**src/rtl/fft_bf2_twiddle_mul_if.sv**
```systemverilog
// Valid/ready bus for the radix-2 twiddle butterfly.
// Carries the input pair, twiddle, results and the sticky saturation flag.
interface fft_bf2_twiddle_mul_if #(
    parameter int DW = 12
);
    logic            in_valid;
    logic            in_ready;
    logic [2*DW-1:0] a_in;
    logic [2*DW-1:0] b_in;
    logic [2*DW-1:0] w_in;
    logic            out_valid;
    logic            out_ready;
    logic [2*DW-1:0] x0_out;
    logic [2*DW-1:0] x1_out;
    logic            sat_flag;
    logic            sat_clr;

    modport master (
        output in_valid, a_in, b_in, w_in, out_ready, sat_clr,
        input  in_ready, out_valid, x0_out, x1_out, sat_flag
    );

    modport slave (
        input  in_valid, a_in, b_in, w_in, out_ready, sat_clr,
        output in_ready, out_valid, x0_out, x1_out, sat_flag
    );
endinterface

```
**src/rtl/fft_bf2_twiddle_mul.sv**
```systemverilog
// Radix-2 DIT butterfly: P = b*W, X0 = (a+P)/2, X1 = (a-P)/2.
// Three stages (register, multiply, add/scale/saturate) under one advance enable.
module fft_bf2_twiddle_mul #(
    parameter int DW      = 12,
    parameter int TW_FRAC = 10
) (
    input logic                  clk,
    input logic                  reset_p,
    fft_bf2_twiddle_mul_if.slave bus
);
    localparam int PW = 2 * DW;
    localparam int SW = DW + 3;
    localparam int AW = DW + 4;
    localparam logic signed [AW-1:0] SMAX = AW'((1 << (DW - 1)) - 1);
    localparam logic signed [AW-1:0] SMIN = ~SMAX;

    logic                 w_adv;
    logic                 r_v1;
    logic                 r_v2;
    logic                 r_v3;
    logic [PW-1:0]        r_a1;
    logic [PW-1:0]        r_b1;
    logic [PW-1:0]        r_w1;
    logic [PW-1:0]        r_a2;
    logic signed [PW-1:0] r_rr;
    logic signed [PW-1:0] r_ii;
    logic signed [PW-1:0] r_ri;
    logic signed [PW-1:0] r_ir;
    logic [PW-1:0]        r_x0;
    logic [PW-1:0]        r_x1;
    logic                 r_sat;

    assign w_adv         = bus.out_ready | ~r_v3;
    assign bus.in_ready  = w_adv;
    assign bus.out_valid = r_v3;
    assign bus.x0_out    = r_x0;
    assign bus.x1_out    = r_x1;
    assign bus.sat_flag  = r_sat;

    always_ff @(posedge clk or posedge reset_p) begin
        if (reset_p) begin
            r_v1 <= 1'b0;
            r_a1 <= '0;
            r_b1 <= '0;
            r_w1 <= '0;
        end else if (w_adv) begin
            r_v1 <= bus.in_valid;
            r_a1 <= bus.a_in;
            r_b1 <= bus.b_in;
            r_w1 <= bus.w_in;
        end
    end

    // Operands widened to the product width so the 24-bit result is exact.
    logic signed [PW-1:0] w_br;
    logic signed [PW-1:0] w_bi;
    logic signed [PW-1:0] w_wr;
    logic signed [PW-1:0] w_wi;

    assign w_br = {{DW{r_b1[PW-1]}}, r_b1[PW-1:DW]};
    assign w_bi = {{DW{r_b1[DW-1]}}, r_b1[DW-1:0]};
    assign w_wr = {{DW{r_w1[PW-1]}}, r_w1[PW-1:DW]};
    assign w_wi = {{DW{r_w1[DW-1]}}, r_w1[DW-1:0]};

    always_ff @(posedge clk or posedge reset_p) begin
        if (reset_p) begin
            r_v2 <= 1'b0;
            r_a2 <= '0;
            r_rr <= '0;
            r_ii <= '0;
            r_ri <= '0;
            r_ir <= '0;
        end else if (w_adv) begin
            r_v2 <= r_v1;
            r_a2 <= r_a1;
            r_rr <= w_br * w_wr;
            r_ii <= w_bi * w_wi;
            r_ri <= w_br * w_wi;
            r_ir <= w_bi * w_wr;
        end
    end

    logic signed [PW:0]   w_dr;
    logic signed [PW:0]   w_di;
    logic signed [PW:0]   w_drs;
    logic signed [PW:0]   w_dis;
    logic signed [SW-1:0] w_pr;
    logic signed [SW-1:0] w_pi;
    logic signed [AW-1:0] w_ar;
    logic signed [AW-1:0] w_ai;
    logic signed [AW-1:0] w_per;
    logic signed [AW-1:0] w_pei;
    logic [DW:0]          w_s0r;
    logic [DW:0]          w_s0i;
    logic [DW:0]          w_s1r;
    logic [DW:0]          w_s1i;
    logic                 w_clip;

    function automatic logic [DW:0] sat_half(input logic signed [AW-1:0] s);
        logic signed [AW-1:0] h;
        logic [DW:0]          res;
        h = s >>> 1;
        if (h > SMAX) begin
            res = {1'b1, SMAX[DW-1:0]};
        end else if (h < SMIN) begin
            res = {1'b1, SMIN[DW-1:0]};
        end else begin
            res = {1'b0, h[DW-1:0]};
        end
        return res;
    endfunction

    assign w_dr  = {r_rr[PW-1], r_rr} - {r_ii[PW-1], r_ii};
    assign w_di  = {r_ri[PW-1], r_ri} + {r_ir[PW-1], r_ir};
    assign w_drs = w_dr >>> TW_FRAC;
    assign w_dis = w_di >>> TW_FRAC;
    assign w_pr  = w_drs[SW-1:0];
    assign w_pi  = w_dis[SW-1:0];

    assign w_ar  = {{(AW - DW){r_a2[PW-1]}}, r_a2[PW-1:DW]};
    assign w_ai  = {{(AW - DW){r_a2[DW-1]}}, r_a2[DW-1:0]};
    assign w_per = {{(AW - SW){w_pr[SW-1]}}, w_pr};
    assign w_pei = {{(AW - SW){w_pi[SW-1]}}, w_pi};

    assign w_s0r  = sat_half(w_ar + w_per);
    assign w_s0i  = sat_half(w_ai + w_pei);
    assign w_s1r  = sat_half(w_ar - w_per);
    assign w_s1i  = sat_half(w_ai - w_pei);
    assign w_clip = w_s0r[DW] | w_s0i[DW] | w_s1r[DW] | w_s1i[DW];

    // Results only reload on valid data so a bubble leaves the last value visible.
    always_ff @(posedge clk or posedge reset_p) begin
        if (reset_p) begin
            r_v3  <= 1'b0;
            r_x0  <= '0;
            r_x1  <= '0;
            r_sat <= 1'b0;
        end else begin
            if (w_adv) begin
                r_v3 <= r_v2;
                if (r_v2) begin
                    r_x0 <= {w_s0r[DW-1:0], w_s0i[DW-1:0]};
                    r_x1 <= {w_s1r[DW-1:0], w_s1i[DW-1:0]};
                end
            end
            if (w_adv & r_v2 & w_clip) begin
                r_sat <= 1'b1;
            end else if (bus.sat_clr) begin
                r_sat <= 1'b0;
            end
        end
    end
endmodule

```
**src/flat_wrapper.sv**
```systemverilog
// flat-port wrapper written by rule: the top's interface ports become plain ports
module fft_bf2_twiddle_mul_flat 
#(
    parameter int DW      = 12,
    parameter int TW_FRAC = 10
)
  (clk, reset_p, bus_in_valid, bus_a_in, bus_b_in, bus_w_in, bus_out_ready, bus_sat_clr, bus_in_ready, bus_out_valid, bus_x0_out, bus_x1_out, bus_sat_flag);
  fft_bf2_twiddle_mul_if #(.DW(DW)) bus_i ();
  input logic clk;
  input logic reset_p;
  input wire logic [$bits(bus_i.in_valid)-1:0] bus_in_valid;
  input wire logic [$bits(bus_i.a_in)-1:0] bus_a_in;
  input wire logic [$bits(bus_i.b_in)-1:0] bus_b_in;
  input wire logic [$bits(bus_i.w_in)-1:0] bus_w_in;
  input wire logic [$bits(bus_i.out_ready)-1:0] bus_out_ready;
  input wire logic [$bits(bus_i.sat_clr)-1:0] bus_sat_clr;
  output wire logic [$bits(bus_i.in_ready)-1:0] bus_in_ready;
  output wire logic [$bits(bus_i.out_valid)-1:0] bus_out_valid;
  output wire logic [$bits(bus_i.x0_out)-1:0] bus_x0_out;
  output wire logic [$bits(bus_i.x1_out)-1:0] bus_x1_out;
  output wire logic [$bits(bus_i.sat_flag)-1:0] bus_sat_flag;
  assign bus_i.in_valid = bus_in_valid;
  assign bus_i.a_in = bus_a_in;
  assign bus_i.b_in = bus_b_in;
  assign bus_i.w_in = bus_w_in;
  assign bus_i.out_ready = bus_out_ready;
  assign bus_i.sat_clr = bus_sat_clr;
  assign bus_in_ready = bus_i.in_ready;
  assign bus_out_valid = bus_i.out_valid;
  assign bus_x0_out = bus_i.x0_out;
  assign bus_x1_out = bus_i.x1_out;
  assign bus_sat_flag = bus_i.sat_flag;
  fft_bf2_twiddle_mul #(.DW(DW), .TW_FRAC(TW_FRAC)) u_core (.clk(clk), .reset_p(reset_p), .bus(bus_i));
endmodule
```
**config.mk**
```make
export PLATFORM = sky130hd
export DESIGN_NAME = fft_bf2_twiddle_mul_flat
export DESIGN_NICKNAME = d
export VERILOG_FILES = /design/src/rtl/fft_bf2_twiddle_mul_if.sv /design/src/rtl/fft_bf2_twiddle_mul.sv /design/src/flat_wrapper.sv
export SDC_FILE = /design/constraint.sdc
export NUM_CORES = 2
export LEC_CHECK = 0
export CELL_PAD_IN_SITES_DETAIL_PLACEMENT = 0
export CELL_PAD_IN_SITES_GLOBAL_PLACEMENT = 1
export CORE_ASPECT_RATIO = 0.5
export CORE_UTILIZATION = 40
export DETAILED_ROUTE_END_ITERATION = 7
export PLACE_DENSITY = 0.65
export SYNTH_ARGS = -nofsm -noshare
export SYNTH_HDL_FRONTEND = slang
export SYNTH_SLANG_ARGS = --single-unit
```
**constraint.sdc**
```tcl
create_clock -name clk -period 20.2 [get_ports clk]
set_input_delay 3.03 -clock clk [delete_from_list [all_inputs] [get_ports clk]]
set_output_delay 3.03 -clock clk [all_outputs]
set_load 0.01 [all_outputs]
```
==> metrics.yaml <==
status:
  status: "complete, no violations"
setup_path:
  rrSetupSlack_ns: 13.63
  required_ns: 17.17
  cp_common_cell: "clkdlybuf4s50_1"
  crit_family: "buffers and inverters"
  cp.arrival_ns: 5.14
  worst_path_max_delay_cell: "buf_4"
  crit_type: "input port to output port"
  path_cells: "clkdlybuf4s50_1, nor2b_4, buf_4, inv_8, clkdlybuf4s50_1"
  crit_buf_inv: 4
  max_stage_delay_ns: 0.60
  worstSetupStartpointType: "input port"
  setup.worst_path.end_class: "output port"
  crit_path_max_fanout: 65
flow_run:
  cap_violations: 0
clock_network:
  post_cts_resized: 0
  cts-root-buf: "clkbuf_16"
  cts.path.max_buffers: 3
  htreeDepth: 1
  cts_buffers: 29
  cts_setup_buffers: 0
  insertion_delay_ns: 0.64
  postCtsHoldBufs: 0
  cts_tree: "built"
  clk_pin_slew_ns: 0.05
  cts_sinks: 244
timing:
  setup_viol: 0
  rsz0062_at_grt: "no"
  worst_pin_slew_ns: 1.19
  max_freq_ghz: 0.122
  hold_violations: 0
  skew_ns: 0.0267
  fin_crit_sh_pct: 40.4
  relSlewSlack_pct: 20.5
  period_minus_slack_ns: 8.17
  fin_setup_tns_ns: 0
  drv_slew: 0
die:
  core_um2: 86900
  placement_rows: 76
  die-width_um: 423
  chipHeight_um: 213
  fp.dieArea_um2: 89900
  start_util_pct: 40.8
  io_pins: 128
synthesis:
  synth_edf_count: 0
  synthesis.area_um2: 35500
  yosysSeqAreaShare_pct: 17.2
  yosysTopAreaCell: "fa_1"
  ys_top_cells_by_count: "nand2_1, inv_1, fa_1, ha_1, dfrtp_1"
  synthDistinctLibCells: 82
  synthCells: 4029
  yosysMostFrequentCell: "nand2_1"
  async_reset_ff_share_pct: 100
  synth_nets: 4977
  avgSynthCellArea_um2: 8.80
  ys.flop_type: "dfrtp_1"
  synth-seq-cells: 244
  ys_top_cells_by_area: "fa_1, dfrtp_1, ha_1, nand2_1, inv_1"
  yosysTopAreaCellShare_pct: 31.4
  ys_warn_count: 0
layout:
  antenna_cells: 0
  fill_cells: 8754
  synthToLayoutAreaGrowth_pct: 9.71
  final_nets: 5014
  layout-drive-gt1-share_pct: 3.79
drt:
  drtIter0Drc: 1870
  firstDrtPassIters: 5
  vias: 26500
  vias_per_cell: 5.04
  routed_wl_mm: 94.6
  drc_errors: 0
  wl_per_cell_um: 18.0
  drtAntennaViolNets: 0
place:
  place.gp.congestion: 0.862
  io_buffers: 127
  hpwl_mm: 72.1
global_routing:
  grt_pass1_wl_mm: 152
  grt_max_degree: 88
  antenna_found_initial: 8
  grt_overflow: 0
  first_global_vias: 26600
  grt.total_usage_pct: 21.7
min_path:
  hold_class: "flip-flop to flip-flop"
==> kinds of logic after synthesis <==
kind of cell,Yosys count,share of synthesized area [%]
AO/OA/AOI/OAI,510,9.65
XOR/XNOR,144,3.58
adder cells (fa/ha/maj),871,42.5
buffers and inverters,896,9.60
flip-flops,244,17.2
multiplexers,8,0.243
AND/OR/NAND/NOR,1356,17.2
==> worst reg2reg max path: stages (launching register included) <==
cell,delay (ns)
dfrtp_1,0.40
ha_1,0.25
nor4_1,0.23
a22oi_1,0.15
a21o_1,0.18
a21o_1,0.19
a21oi_1,0.28
o21ai_1,0.19
o41a_1,0.44
a21oi_1,0.25
inv_1,0.06
a21oi_1,0.26
xnor2_1,0.30
ha_1,0.43
or3_1,0.46
o311a_4,0.42
o31ai_4,0.26
mux2i_1,0.12
nor2_1,0.16
a211oi_1,0.06
a21o_1,0.19
a22oi_2,0.71
o2111a_1,0.32
a41oi_2,0.12
==> flip-flops by register name, summed over array words and instances (netlist names) <==
register / cells
u_core.bus.sat_flag: 1
u_core.r_rr: 24
u_core.r_ii: 24
u_core.r_w1: 24
u_core.r_b1: 24
u_core.r_ri: 24
u_core.r_a2: 24
u_core.bus.out_valid: 1
u_core.r_v2: 1
u_core.r_a1: 24
u_core.r_ir: 24
u_core.bus.x1_out: 24
u_core.r_v1: 1
u_core.bus.x0_out: 24
==> metrics by stage <==
stage                     util (%)  instances  hold WS, ns  area [µm²]  setup slack (ns)
after floorplan                  -       4029        0.430       35500             10.47
after global placement        43.6       5205        0.445       37900             11.99
after detailed placement      43.6       5205        0.454       37900             12.01
after CTS                     44.8       5259        0.470       38900             12.00
after global routing          44.8       5259        0.487       38900             11.89
final                         44.8       5259        0.464       38900             12.03
==> per-layer routing <==
metal,part of all wire (%),global-route usage (%),wire [µm],up-vias
li1,-,-,-,12600
met1,53,35.0,50000,13300
met2,39,30.0,36600,570
met3,6.9,3.78,6510,73
met4,1.6,3.31,1510,0
met5,0,0,0,-
==> layout make-up <==
class	count	area [µm²]	share of cell area [%]
clock buffer	41	851	2.19
sequential	244	6110	15.7
clock inverter	13	119	0.306
multi-input combinational	2889	26000	66.7
tap	1170	1460	3.76
inverter	719	2710	6.98
timing repair buffer	183	1690	4.35
==> worst paths after layout <==
| kind | to | start | depth (start not counted) |
|---|---|---|---|
| min | u_core.r_w1[19] | u_core.r_w1[19] | 2 |
| min in group asynchronous | u_core.bus.x0_out[12] | reset_p | 2 |
| max reg2reg | u_core.bus.sat_flag | u_core.r_ir[8] | 23 |
| min reg2reg | u_core.r_w1[19] | u_core.r_w1[19] | 2 |
| max in group asynchronous | u_core.r_ii[18] | reset_p | 4 |
| max | bus_in_ready | bus_out_ready | 5 |
==> cell usage in the layout (no fill, tap or decap), drive strengths merged, types with 24 or more instances in the layout <==
cell	count
o21bai	24
clkdlybuf4s50	127
nand2b	67
a31oi	29
nand2	764
xnor2	111
a21oi	133
and2	198
o21a	28
buf	56
nand3	25
nor3	62
o21ai	108
inv	722
dfrtp	244
xor2	33
ha	315
fa	556
a21o	30
clkbuf	41
nor2	153
o31ai	32
Power is not shown: default switching activity piles up to over one toggle a cycle in this logic, so the estimate is an artifact.
